==> src/rtl/div_ctrl_if.sv <==
// ----------------------------------------------------------------------------
// div_ctrl_if
// Handshake/data bundle between the pipeline EX stage and the iterative
// divider.
//   master : pipeline side. Drives start, signed_div, annul, srcA, srcB and
//            observes stall, done, div_zero, hi, lo.
//   slave  : divider side (div_ctrl), with the opposite directions.
// ----------------------------------------------------------------------------
interface div_ctrl_if #(
    parameter int WIDTH = 32
);
    logic             start;
    logic             signed_div;
    logic             annul;
    logic [WIDTH-1:0] srcA;
    logic [WIDTH-1:0] srcB;
    logic             stall;
    logic             done;
    logic             div_zero;
    logic [WIDTH-1:0] hi;
    logic [WIDTH-1:0] lo;

    modport master (
        output start, signed_div, annul, srcA, srcB,
        input  stall, done, div_zero, hi, lo
    );

    modport slave (
        input  start, signed_div, annul, srcA, srcB,
        output stall, done, div_zero, hi, lo
    );
endinterface

==> src/rtl/div_ctrl.sv <==
// ----------------------------------------------------------------------------
// div_ctrl
// Multi-cycle restoring divider for DIV/DIVU, controlled by an IDLE/BUSY/DONE
// state machine.
//   clk    : sole clock, rising edge.
//   resetn : asynchronous active-low reset.
//   bus    : div_ctrl_if slave modport
//            start/signed_div/srcA/srcB : request, sampled in IDLE
//            annul                      : cancel request or in-flight divide
//            stall                      : combinational stall request
//            done                       : one-cycle result-valid pulse
//            div_zero/hi/lo             : flags, remainder, quotient of the
//                                         last completed divide
// A divide with a non-zero divisor takes 32 BUSY cycles, plus one DONE cycle.
// A zero divisor goes straight to DONE.
// ----------------------------------------------------------------------------
module div_ctrl #(
    parameter int WIDTH = 32
) (
    input  logic     clk,
    input  logic     resetn,
    div_ctrl_if.slave bus
);
    typedef enum logic [1:0] {
        IDLE = 2'd0,
        BUSY = 2'd1,
        DONE = 2'd2
    } state_t;

    state_t           state_q, state_d;
    logic [5:0]       count_q, count_d;
    logic [WIDTH-1:0] quot_q, quot_d;       // dividend shifts out, quotient shifts in
    logic [WIDTH-1:0] rem_q, rem_d;         // partial remainder
    logic [WIDTH-1:0] divisor_q, divisor_d; // divisor magnitude
    logic             q_neg_q, q_neg_d;
    logic             r_neg_q, r_neg_d;
    logic [WIDTH-1:0] hi_q, hi_d;
    logic [WIDTH-1:0] lo_q, lo_d;
    logic             div_zero_q, div_zero_d;

    // Request-side decode
    logic             accept;
    logic             a_neg, b_neg;
    logic [WIDTH-1:0] abs_a, abs_b;

    // One restoring step
    logic [WIDTH:0]   rem_shift, rem_sub;
    logic             step_ge;
    logic [WIDTH-1:0] step_rem, step_quot;
    logic [WIDTH-1:0] q_final, r_final;
    logic             last_step;

    always_comb begin
        accept = (state_q == IDLE) && bus.start && !bus.annul;
        a_neg  = bus.signed_div && bus.srcA[WIDTH-1];
        b_neg  = bus.signed_div && bus.srcB[WIDTH-1];
        abs_a  = a_neg ? (-bus.srcA) : bus.srcA;
        abs_b  = b_neg ? (-bus.srcB) : bus.srcB;

        // Shift the next dividend bit into the remainder and try to subtract.
        // The partial remainder is always below the divisor, so WIDTH+1 bits
        // cover the shifted value.
        rem_shift = {rem_q, quot_q[WIDTH-1]};
        rem_sub   = rem_shift - {1'b0, divisor_q};
        step_ge   = (rem_shift >= {1'b0, divisor_q});
        step_rem  = step_ge ? rem_sub[WIDTH-1:0] : rem_shift[WIDTH-1:0];
        step_quot = {quot_q[WIDTH-2:0], step_ge};

        // Sign fix-up of the final step. 0x80000000 / -1 wraps back to
        // 0x80000000 by two's-complement negation of the magnitude.
        q_final   = q_neg_q ? (-step_quot) : step_quot;
        r_final   = r_neg_q ? (-step_rem)  : step_rem;
        last_step = (count_q == 6'(WIDTH - 1));
    end

    always_comb begin
        state_d    = state_q;
        count_d    = count_q;
        quot_d     = quot_q;
        rem_d      = rem_q;
        divisor_d  = divisor_q;
        q_neg_d    = q_neg_q;
        r_neg_d    = r_neg_q;
        hi_d       = hi_q;
        lo_d       = lo_q;
        div_zero_d = div_zero_q;

        if (bus.annul) begin
            // Cancel wins everywhere. Results are not touched.
            state_d = IDLE;
            count_d = '0;
        end else begin
            case (state_q)
                IDLE: begin
                    if (bus.start) begin
                        quot_d    = abs_a;
                        rem_d     = '0;
                        divisor_d = abs_b;
                        q_neg_d   = a_neg ^ b_neg;
                        r_neg_d   = a_neg;
                        count_d   = '0;
                        if (bus.srcB == '0) begin
                            // A zero divisor completes immediately with
                            // the architected fixed result.
                            state_d    = DONE;
                            lo_d       = '1;
                            hi_d       = bus.srcA;
                            div_zero_d = 1'b1;
                        end else begin
                            state_d = BUSY;
                        end
                    end
                end
                BUSY: begin
                    quot_d  = step_quot;
                    rem_d   = step_rem;
                    count_d = count_q + 6'd1;
                    if (last_step) begin
                        state_d    = DONE;
                        count_d    = '0;
                        lo_d       = q_final;
                        hi_d       = r_final;
                        div_zero_d = 1'b0;
                    end
                end
                DONE: begin
                    state_d = IDLE;
                end
                default: begin
                    state_d = IDLE;
                    count_d = '0;
                end
            endcase
        end
    end

    always_ff @(posedge clk or negedge resetn) begin
        if (!resetn) begin
            state_q    <= IDLE;
            count_q    <= '0;
            quot_q     <= '0;
            rem_q      <= '0;
            divisor_q  <= '0;
            q_neg_q    <= 1'b0;
            r_neg_q    <= 1'b0;
            hi_q       <= '0;
            lo_q       <= '0;
            div_zero_q <= 1'b0;
        end else begin
            state_q    <= state_d;
            count_q    <= count_d;
            quot_q     <= quot_d;
            rem_q      <= rem_d;
            divisor_q  <= divisor_d;
            q_neg_q    <= q_neg_d;
            r_neg_q    <= r_neg_d;
            hi_q       <= hi_d;
            lo_q       <= lo_d;
            div_zero_q <= div_zero_d;
        end
    end

    // Stall is combinational so the pipeline holds in the request cycle
    // itself. It drops in DONE so the instruction advances with the result.
    assign bus.stall    = accept || (state_q == BUSY);
    assign bus.done     = (state_q == DONE);
    assign bus.div_zero = div_zero_q;
    assign bus.hi       = hi_q;
    assign bus.lo       = lo_q;

endmodule

==> src/flat_wrapper.sv <==
// flat-port wrapper written by rule: the top's interface ports become plain ports
module div_ctrl_flat 
#(
    parameter int WIDTH = 32
)
  (clk, resetn, bus_start, bus_signed_div, bus_annul, bus_srcA, bus_srcB, bus_stall, bus_done, bus_div_zero, bus_hi, bus_lo);
  div_ctrl_if #(.WIDTH(WIDTH)) bus_i ();
  input  logic clk;
  input  logic resetn;
  input wire logic [$bits(bus_i.start)-1:0] bus_start;
  input wire logic [$bits(bus_i.signed_div)-1:0] bus_signed_div;
  input wire logic [$bits(bus_i.annul)-1:0] bus_annul;
  input wire logic [$bits(bus_i.srcA)-1:0] bus_srcA;
  input wire logic [$bits(bus_i.srcB)-1:0] bus_srcB;
  output wire logic [$bits(bus_i.stall)-1:0] bus_stall;
  output wire logic [$bits(bus_i.done)-1:0] bus_done;
  output wire logic [$bits(bus_i.div_zero)-1:0] bus_div_zero;
  output wire logic [$bits(bus_i.hi)-1:0] bus_hi;
  output wire logic [$bits(bus_i.lo)-1:0] bus_lo;
  assign bus_i.start = bus_start;
  assign bus_i.signed_div = bus_signed_div;
  assign bus_i.annul = bus_annul;
  assign bus_i.srcA = bus_srcA;
  assign bus_i.srcB = bus_srcB;
  assign bus_stall = bus_i.stall;
  assign bus_done = bus_i.done;
  assign bus_div_zero = bus_i.div_zero;
  assign bus_hi = bus_i.hi;
  assign bus_lo = bus_i.lo;
  div_ctrl #(.WIDTH(WIDTH)) u_core (.clk(clk), .resetn(resetn), .bus(bus_i));
endmodule
==> config.mk <==
export PLATFORM = sky130hd
export DESIGN_NAME = div_ctrl_flat
export DESIGN_NICKNAME = d
export VERILOG_FILES = /design/src/rtl/div_ctrl_if.sv /design/src/rtl/div_ctrl.sv /design/src/flat_wrapper.sv
export SDC_FILE = /design/constraint.sdc
export NUM_CORES = 1
export LEC_CHECK = 0
export ABC_AREA = 1
export BUFFER_PORTS_ARGS = -buffer_cell sky130_fd_sc_hd__buf_4
export CAP_MARGIN = 20
export CORE_UTILIZATION = 28
export CTS_BUF_LIST = sky130_fd_sc_hd__clkbuf_4 sky130_fd_sc_hd__clkbuf_8
export DETAILED_ROUTE_END_ITERATION = 10
export GPL_TIMING_DRIVEN = 0
export PLACE_DENSITY_LB_ADDON = 0.3
export SETUP_SLACK_MARGIN = 0.02
export SKIP_CTS_REPAIR_TIMING = 1
export SLEW_MARGIN = 20
export SYNTH_ARGS = -nofsm -noshare
export SYNTH_HDL_FRONTEND = slang
export SYNTH_SLANG_ARGS = --single-unit
==> constraint.sdc <==
create_clock -name clk -period 5.05 [get_ports clk]
set_input_delay 1.01 -clock clk [delete_from_list [all_inputs] [get_ports clk]]
set_output_delay 1.01 -clock clk [all_outputs]
set_load 0.02 [all_outputs]
==> impl_metrics.py, run 1 <==
metrics = {
    "sta": {
        "finalClockSkew_ns": 0.02131,
        "rsz0062_at_grt": "no",
        "fin_crit_sh_pct": 93.16,
        "slew-limit-headroom_pct": 40.54,
        "hold_viol_final": 0,
        "setup_slack_ns": 0.3454,
        "maxSlewViolCount": 0,
        "setup-tns-final_ns": 0,
        "timing.fmax_mhz": 212.6,
        "setup_viol": 0,
        "worstMarginPinSlew_ns": 0.8919,
        "fin_crit_ns": 4.705,
    },
    "floorplanning": {
        "die-area_um2": 48180,
        "fp-row-count": 79,
        "die_w_um": 219.5,
        "initial_utilization_pct": 28.39,
        "die_h_um": 219.5,
        "core-area_um2": 46650,
        "num_io_pins": 136,
    },
    "finish": {
        "fin_util_pct": 33.26,
        "n_antenna_cell": 0,
        "area_growth_pct": 17.15,
        "layout_commonest_cell": "nand2_1",
        "layout.nets": 2279,
        "final_cell_mix": "nand2_1, inv_1, nor2_1",
        "drive_gt1_share_pct": 11.81,
        "final_area_um2": 15520,
    },
    "setup_path": {
        "path_delay_family": "simple AND/OR/NAND/NOR gates",
        "critPathArrivalTime_ns": 5.12,
        "critical_path_class": "reg2reg",
        "max_stage_delay_ns": 0.44,
        "worstSetupEndpointType": "register",
        "worstPathMaxFanout": 10,
        "slowest_stage": "dfrtp_1",
        "timing.critical_path.buf_inv": 5,
        "crit_path_start_kind": "register",
        "required_ns": 5.46,
    },
    "cts": {
        "clk_pin_slew_worst_paths_ns": 0.10,
        "cts_max_level": 4,
        "cts_sinks": 171,
        "clk_latency_ns": 0.53,
        "cts_tree": "yes",
        "cts_max_path_buffers": 2,
        "cts_buffers": 17,
        "root_buffer": "clkbuf_8",
    },
    "drt": {
        "drtPass1Iterations": 9,
        "ant_nets": 0,
        "wl_um": 54560,
        "drc": 2,
        "initialDrtViolationCount": 1411,
        "wire_per_inst_um": 19.54,
        "vias": 14410,
        "via_per_inst": 5.163,
    },
    "synthesis": {
        "synth_cell_type_count": 61,
        "synth.avg_cell_area_um2": 6.574,
        "yosys_warnings": 0,
        "ys_seq_area_share_pct": 32.30,
        "synth.cell_area_um2": 13250,
        "syn_inst": 2015,
        "ys_seq_elements": 171,
        "synth.net_count": 2122,
        "synth_edf_count": 0,
        "synthFlopType": "dfrtp_1",
        "postSynth.asyncResetShare_pct": 100.0,
    },
    "power": {
        "leakagePower_uw": 0.007619,
        "powerDensity_nw_per_um2": 833.6,
        "peakVddDrop_mv": 0.3665,
        "total_power_uw": 12940,
    },
    "run_status": {
        "status": "finished, violations left",
        "violations": "design-rule violations",
    },
    "global_route": {
        "grt_pass1_vias": 13550,
        "grt_pass1_wl_um": 82380,
        "globalRouteTotalUtil_pct": 22.99,
        "grt_max_degree": 67,
        "gr-total-overflow": 0,
        "antenna_found_initial": 0,
    },
    "min_path": {
        "min_path_type": "in2async",
    },
    "run": {
        "drv_cap": 0,
    },
    "placement": {
        "placed_area_um2": 15090,
        "place_ws_ns": 0.2646,
        "hpwl_um": 44770,
        "numPortBuffers": 135,
        "gp_congestion": 0.9346,
    },
}
power breakdown:
part | internal (uW) | switching (uW)
combinational | 2960 | 6350
clock | 484 | 577
sequential | 1980 | 591
synth_stat cells (all sizes together), types with 2 or more instances:
| cell | count | area (um^2) |
|---|---|---|
| nand2 | 579 | 2238 |
| inv | 283 | 1065 |
| nor2 | 219 | 892.1 |
| dfrtp | 171 | 4279 |
| nand3 | 163 | 848.3 |
| o21ai | 134 | 678.2 |
| a21oi | 81 | 431.7 |
| clkbuf | 47 | 176.4 |
| nor3 | 41 | 215.2 |
| ha | 37 | 462.9 |
| xor2 | 36 | 315.3 |
| o22ai | 34 | 212.7 |
| nand4 | 23 | 143.9 |
| buf | 21 | 155.1 |
| a2bb2oi | 16 | 140.1 |
| o211ai | 14 | 105.1 |
| xnor2 | 13 | 113.9 |
| or2 | 12 | 75.07 |
| a31oi | 11 | 68.82 |
| nand3b | 11 | 82.58 |
| a221oi | 8 | 70.07 |
| o311ai | 8 | 70.07 |
| nor4 | 7 | 43.79 |
| o21a | 6 | 45.04 |
| o31ai | 6 | 45.04 |
| o21bai | 5 | 37.54 |
| clkinv | 4 | 15.01 |
| o22a | 4 | 35.03 |
| o32a | 4 | 40.04 |
| a211oi | 2 | 15.01 |
| a21boi | 2 | 15.02 |
| a21o | 2 | 15.01 |
| and2 | 2 | 12.51 |
path summary, 6_finish.rpt:
path,start,endpoint,slack [ns],cells after the start
setup reg to reg,u_core.rem_q[25]$_DFFE_PN0P_,u_core.bus.lo[28]$_DFFE_PN0P_,0.35,27
min in group clk,u_core.divisor_q[4]$_DFFE_PN0P_,u_core.divisor_q[4]$_DFFE_PN0P_,0.49,2
hold reg to reg,u_core.divisor_q[4]$_DFFE_PN0P_,u_core.divisor_q[4]$_DFFE_PN0P_,0.49,2
hold / removal,resetn,u_core.bus.lo[14]$_DFFE_PN0P_,0.39,1
max in group asynchronous,resetn,u_core.divisor_q[31]$_DFFE_PN0P_,3.58,3
setup / recovery,u_core.rem_q[25]$_DFFE_PN0P_,u_core.bus.lo[28]$_DFFE_PN0P_,0.35,27
cell type report:
| type | count | area, um^2 |
|---|---|---|
| buffer | 68 | 331.6 |
| clock buffer | 21 | 276.5 |
| clock inverter | 11 | 135.1 |
| timing repair buffer | 138 | 1084 |
| inverter | 287 | 1080 |
| sequential | 171 | 4279 |
| tap | 607 | 759.5 |
| fill | 5174 | 31140 |
| multi-input combinational | 1489 | 7574 |
routing by layer:
| layer | part of all wire (%) | global-route usage, % |
|---|---|---|
| met1 | 47 | 32.95 |
| met2 | 43 | 34.86 |
| met3 | 6.9 | 3.920 |
| met4 | 2.6 | 7.176 |
| met5 | 0 | 0 |
registers in the layout, summed over array words and instances, names as in the netlist:
register and cells:
u_core.quot_q 32, u_core.divisor_q 32, u_core.rem_q 32, u_core.count_q 6, u_core.bus.lo 32, u_core.q_neg_q 1, u_core.r_neg_q 1, u_core.bus.div_zero 1
u_core.state_q 2, u_core.bus.hi 32
through the flow:
| stage | hold WS, ns | instances |
|---|---|---|
| finish | 0.3885 | 2792 |
| global route | 0.4082 | 2792 |
| CTS | 0.3786 | 2792 |
| detailed placement | 0.4671 | 2760 |
| global placement | 0.4682 | 2757 |
| floorplan | 0.4483 | 2015 |
logic make-up after synthesis:
logic type,after synthesis,share of synthesized area (%)
xor gates and xnor gates,49,3.240
AOI/OAI and AO/OA,344,15.74
adders and majority gates,38,3.646
and+or+nand+nor,1058,34.42
DFF,171,32.30
buffers and inverters,355,10.65
Power figures use the tool's default switching activity.
==> run 2: changes to the inputs <==
--- a/config.mk
+++ b/config.mk
@@ -9,5 +9,7 @@
 export BUFFER_PORTS_ARGS = -buffer_cell sky130_fd_sc_hd__buf_4
 export CAP_MARGIN = 20
-export CORE_UTILIZATION = 28
+export CELL_PAD_IN_SITES_DETAIL_PLACEMENT = 1
+export CELL_PAD_IN_SITES_GLOBAL_PLACEMENT = 2
+export CORE_UTILIZATION = 34
 export CTS_BUF_LIST = sky130_fd_sc_hd__clkbuf_4 sky130_fd_sc_hd__clkbuf_8
 export DETAILED_ROUTE_END_ITERATION = 10
==> constraint.sdc (replaced) <==
create_clock -name clk -period 5.05 [get_ports clk]
set_input_delay 1.01 -clock clk [delete_from_list [all_inputs] [get_ports clk]]
set_output_delay 1.01 -clock clk [all_outputs]
set_load 0.1 [all_outputs]
==> run 2 against run 1 <==
Effect of this change:
- the flow now finishes without violations
- design area fell by 0.67%
- clock-buffer cell count is the same
- wire length up 4.2%
- final cell count down 3.4%
- utilization is 7.3 points higher
- critical path type unchanged
- critical endpoint is now u_core.bus.lo[30]$_DFFE_PN0P_
- largest cell class unchanged
==> impl_metrics.py, run 2 (synthesis gave the netlist of run 1 again) <==
metrics = {
    "floorplanning": {
        "die_h_um": 199.4,
        "initial_utilization_pct": 34.84,
        "core-area_um2": 38020,
        "num_io_pins": 136,
        "die_w_um": 199.4,
        "die-area_um2": 39750,
        "fp-row-count": 71,
    },
    "sta": {
        "whs_ns": 0.4642,
        "worstMarginPinSlew_ns": 0.9579,
        "finalClockSkew_ns": 0.01921,
        "setup-tns-final_ns": 0,
        "fin_crit_sh_pct": 94.27,
        "hold_viol_final": 0,
        "fin_crit_ns": 4.761,
        "slew-limit-headroom_pct": 36.14,
        "timing.fmax_mhz": 210.1,
        "maxSlewViolCount": 0,
        "rsz0062_at_grt": "no",
        "setup_slack_ns": 0.2893,
        "setup_viol": 0,
    },
    "placement": {
        "hpwl_um": 47180,
        "numPortBuffers": 135,
        "placed_area_um2": 14950,
        "place_ws_ns": -0.1080,
        "gp_congestion": 0.9404,
    },
    "finish": {
        "layout_commonest_cell": "nand2_1",
        "final_area_um2": 15410,
        "n_fill_cell": 5100,
        "area_growth_pct": 16.37,
        "final_cell_mix": "nand2_1, inv_1, nor2_1",
        "layout.nets": 2279,
        "drive_gt1_share_pct": 12.27,
        "seqCellArea_um2": 4279,
        "multiInputGateArea_um2": 7606,
    },
    "global_route": {
        "antenna_found_initial": 0,
        "globalRouteTotalUtil_pct": 29.28,
        "grt_max_degree": 95,
        "grt_pass1_wl_um": 86390,
        "gr-total-overflow": 0,
        "grt_pass1_vias": 14430,
    },
    "setup_path": {
        "worstPathMaxFanout": 10,
        "crit_path_start_kind": "register",
        "required_ns": 5.44,
        "worstSetupEndpointType": "register",
        "critical_path_class": "reg2reg",
        "critPathArrivalTime_ns": 5.15,
    },
    "cts": {
        "cts_buffers": 17,
        "cts_max_level": 4,
        "clk_pin_slew_worst_paths_ns": 0.11,
        "root_buffer": "clkbuf_8",
        "cts_max_path_buffers": 2,
        "clk_latency_ns": 0.50,
        "cts_sinks": 171,
        "cts_tree": "yes",
    },
    "min_path": {
        "min_path_type": "in2async",
    },
    "drt": {
        "ant_nets": 0,
        "via_per_inst": 5.366,
        "drc": 0,
        "wl_um": 56820,
        "vias": 14470,
        "wire_per_inst_um": 21.07,
        "drtPass1Iterations": 6,
        "initialDrtViolationCount": 1118,
    },
    "run": {
        "drv_cap": 0,
    },
    "run_status": {
        "status": "complete, no violations",
    },
}
-- run 2: changes by cell type in the layout (fill, tap and decap cells not counted), sizes merged --
cell	before	now
inv	286	288
diode	0	1
clkinv	8	7
clkinvlp	2	1
-- run 2: stage by stage --
step                instances  utilization (%)
floorplan                2015                -
global placement         2661            39.19
detailed placement       2663            39.32
CTS                      2695            40.40
global route             2696            40.54
finish                   2697            40.54
-- run 2: layout make-up --
type / count / area share (%)
antenna: 1 / 0.01623
clock inverter: 11 / 0.8604
buffer: 68 / 2.151
clock buffer: 21 / 1.794
inverter: 287 / 7.005
tap: 511 / 4.148
sequential: 171 / 27.76
timing repair buffer: 138 / 6.924
multi-input combinational: 1489 / 49.34
-- run 2: final timing paths --
path	cells past startpoint	endpoint	slack [ns]	start
min	1	u_core.rem_q[31]$_DFFE_PN0P_	0.46	resetn
min reg2reg	2	u_core.bus.hi[29]$_DFFE_PN0P_	0.49	u_core.bus.hi[29]$_DFFE_PN0P_
min in group clk	2	u_core.bus.hi[29]$_DFFE_PN0P_	0.49	u_core.bus.hi[29]$_DFFE_PN0P_
max	26	u_core.bus.lo[30]$_DFFE_PN0P_	0.29	u_core.rem_q[7]$_DFFE_PN0P_
max reg2reg	26	u_core.bus.lo[30]$_DFFE_PN0P_	0.29	u_core.rem_q[7]$_DFFE_PN0P_
max in group asynchronous	2	u_core.quot_q[20]$_DFFE_PN0P_	3.65	resetn
-- run 2: worst max-delay path, cell delays in order, from the launching register on --
cell      delay [ns]
dfrtp_1         0.45
ha_1            0.35
nand2_1         0.14
inv_2           0.05
nand2_1         0.14
nor2_1          0.13
nand4_1         0.16
nand2_1         0.11
nor2_4          0.24
nand2_4         0.12
buf_12          0.16
inv_4           0.06
buf_6           0.17
ha_2            0.24
nand3_1         0.15
nor3_4          0.20
nand3_2         0.14
nor3_4          0.26
nand3_2         0.14
nor2_4          0.22
nand4_1         0.19
nand3b_1        0.24
nand2_1         0.11
o21ai_0         0.12
xor2_1          0.16
o22ai_1         0.12
inv_1           0.05
-- run 2: layer usage --
metal,vias to the layer above,part of all wire (%),track usage [%]
met5,-,0,0
met4,0,1.6,6.277
met3,50,6.1,4.017
met2,399,44,44.64
met1,7152,49,43.53
li1,6870,-,-
Power of run 2 is left out: the tool's default activity adds up to more than one toggle a clock period on the data nets, which glitch-free logic cannot reach.
==> run 3: changes to the inputs <==
- CORE_UTILIZATION: 34 -> 33
- CTS_BUF_LIST: sky130_fd_sc_hd__clkbuf_4 sky130_fd_sc_hd__clkbuf_8 -> sky130_fd_sc_hd__clkbuf_16
- SLEW_MARGIN: 20 -> not set
==> run 3 against run 2 <==
Effect of this change:
- non-clock buffer count increased by 2
- worst setup slack got worse by 0.014 ns
- final cell count increased by 0.59%
- clock-buffer cell count decreased by 4
- via count about the same
- global-route usage decreased by 1.0 points
- design area increased by 1.5%
- clock skew about the same
- sequential cell count unchanged
- critical path depth increased by 1
==> impl_metrics.py, run 3 (synthesis gave the netlist of run 1 again) <==
metrics = {
    "finish": {
        "layout.nets": 2281,
        "final_cell_mix": "nand2_1, inv_1, nor2_1",
        "layout_commonest_cell": "nand2_1",
        "area_growth_pct": 18.14,
        "drive_gt1_share_pct": 11.93,
    },
    "cts": {
        "cts_buffers": 17,
        "cts_sinks": 171,
        "root_buffer": "clkbuf_16",
        "cts_max_level": 4,
        "clk_latency_ns": 0.47,
        "cts_tree": "yes",
        "clk_pin_slew_worst_paths_ns": 0.08,
        "cts_max_path_buffers": 2,
    },
    "floorplanning": {
        "fp-row-count": 73,
        "initial_utilization_pct": 33.42,
        "die_w_um": 202.4,
        "core-area_um2": 39640,
        "num_io_pins": 136,
        "die_h_um": 202.4,
        "die-area_um2": 40950,
    },
    "sta": {
        "slew-limit-headroom_pct": 41.70,
        "timing.fmax_mhz": 209.4,
        "finalClockSkew_ns": 0.01955,
        "setup-tns-final_ns": 0,
        "fin_crit_ns": 4.775,
        "hold_viol_final": 0,
        "worstMarginPinSlew_ns": 0.8745,
        "maxSlewViolCount": 0,
        "setup_viol": 0,
        "fin_crit_sh_pct": 94.56,
    },
    "setup_path": {
        "crit_top_cell": "nand2_1",
        "required_ns": 5.41,
        "worstPathMaxFanout": 10,
        "worstSetupEndpointType": "register",
        "max_stage_delay_ns": 0.38,
        "slowest_stage": "dfrtp_1",
        "crit_path_start_kind": "register",
        "critical_path_class": "reg2reg",
        "critPathArrivalTime_ns": 5.14,
    },
    "global_route": {
        "met2_usage_pct": 42.53,
        "busiest_layer": "met2",
        "grt_pass1_wl_um": 87240,
        "antenna_found_initial": 0,
        "met1_usage_pct": 39.89,
        "grt_max_degree": 103,
        "grt_pass1_vias": 14820,
        "globalRouteTotalUtil_pct": 28.25,
        "use_met3_pct": 6.014,
        "gr-total-overflow": 0,
    },
    "drt": {
        "initialDrtViolationCount": 939,
        "wire_per_inst_um": 20.86,
        "via_per_inst": 5.339,
        "drtPass1Iterations": 5,
        "wl_um": 56590,
        "drc": 0,
        "ant_nets": 0,
        "vias": 14490,
    },
    "run": {
        "drv_cap": 0,
    },
    "placement": {
        "numPortBuffers": 135,
        "hpwl_um": 46900,
        "gp_congestion": 0.9439,
    },
    "min_path": {
        "min_path_type": "reg2reg",
    },
    "run_status": {
        "status": "complete, no violations",
    },
}
## run 3: changes by cell type in the layout (fill, tap and decap cells not counted), moves of 2 or more
cell and change:
clkinv_1 +2, inv_1 +4, a21oi_1 +2, clkbuf_4 -2, a21oi_2 -2, clkbuf_8 -19
bufinv_16 +2, inv_2 -2, buf_4 +2, clkbuf_16 +17
## run 3: final timing paths
path	start	endpoint	slack, ns	cells after the start
worst max-delay path	u_core.divisor_q[26]$_DFFE_PN0P_	u_core.bus.lo[30]$_DFFE_PN0P_	0.27	27
worst min-delay path	u_core.bus.lo[1]$_DFFE_PN0P_	u_core.bus.lo[1]$_DFFE_PN0P_	0.48	2
worst max register to register	u_core.divisor_q[26]$_DFFE_PN0P_	u_core.bus.lo[30]$_DFFE_PN0P_	0.27	27
worst min register to register	u_core.bus.lo[1]$_DFFE_PN0P_	u_core.bus.lo[1]$_DFFE_PN0P_	0.48	2
max in group asynchronous	resetn	u_core.divisor_q[11]$_DFFE_PN0P_	3.54	2
min in group asynchronous	resetn	u_core.count_q[5]$_DFFE_PN0P_	0.51	1
## run 3: layer usage
layer	wire (um)	part of all wire, %
met3	3490	6.2
met5	0	0
met1	27100	48
met4	1402	2.5
met2	24590	43
## run 3: worst max-delay path: cells and delay by family (launching register included)
kind	cells	cell delay, ns
adders and majority gates	2	0.57
xor gates and xnor gates	1	0.16
buffers and inverters	6	0.73
AOI/OAI and AO/OA	4	0.55
DFF	1	0.38
and+or+nand+nor	14	2.28
## run 3: final cells by class
| class | instances | area (um^2) |
|---|---|---|
| antenna | 1 | 2.502 |
| buffer | 68 | 331.6 |
| clock buffer | 17 | 425.4 |
| clock inverter | 15 | 195.2 |
| fill | 5189 | 23990 |
| inverter | 287 | 1080 |
| multi-input combinational | 1489 | 7596 |
| sequential | 171 | 4279 |
| tap | 525 | 656.9 |
| timing repair buffer | 140 | 1082 |
## run 3: stage by stage
stage          std cells  hold slack (ns)  cell area (um^2)  worst slack, ns  utilization [%]
6_report            2713           0.4821             15650           0.2749            39.48
3_5_place_dp        2677           0.4677             14970         -0.05875            37.76
4_1_cts             2709           0.4868             15590          -0.1006            39.33
3_3_place_gp        2675           0.4645             14920          -0.3594            37.63
5_1_grt             2712           0.5101             15650         -0.02964            39.47
2_1_floorplan       2015           0.4483             13250            1.242                -
Power of run 3 is left out for the same reason.
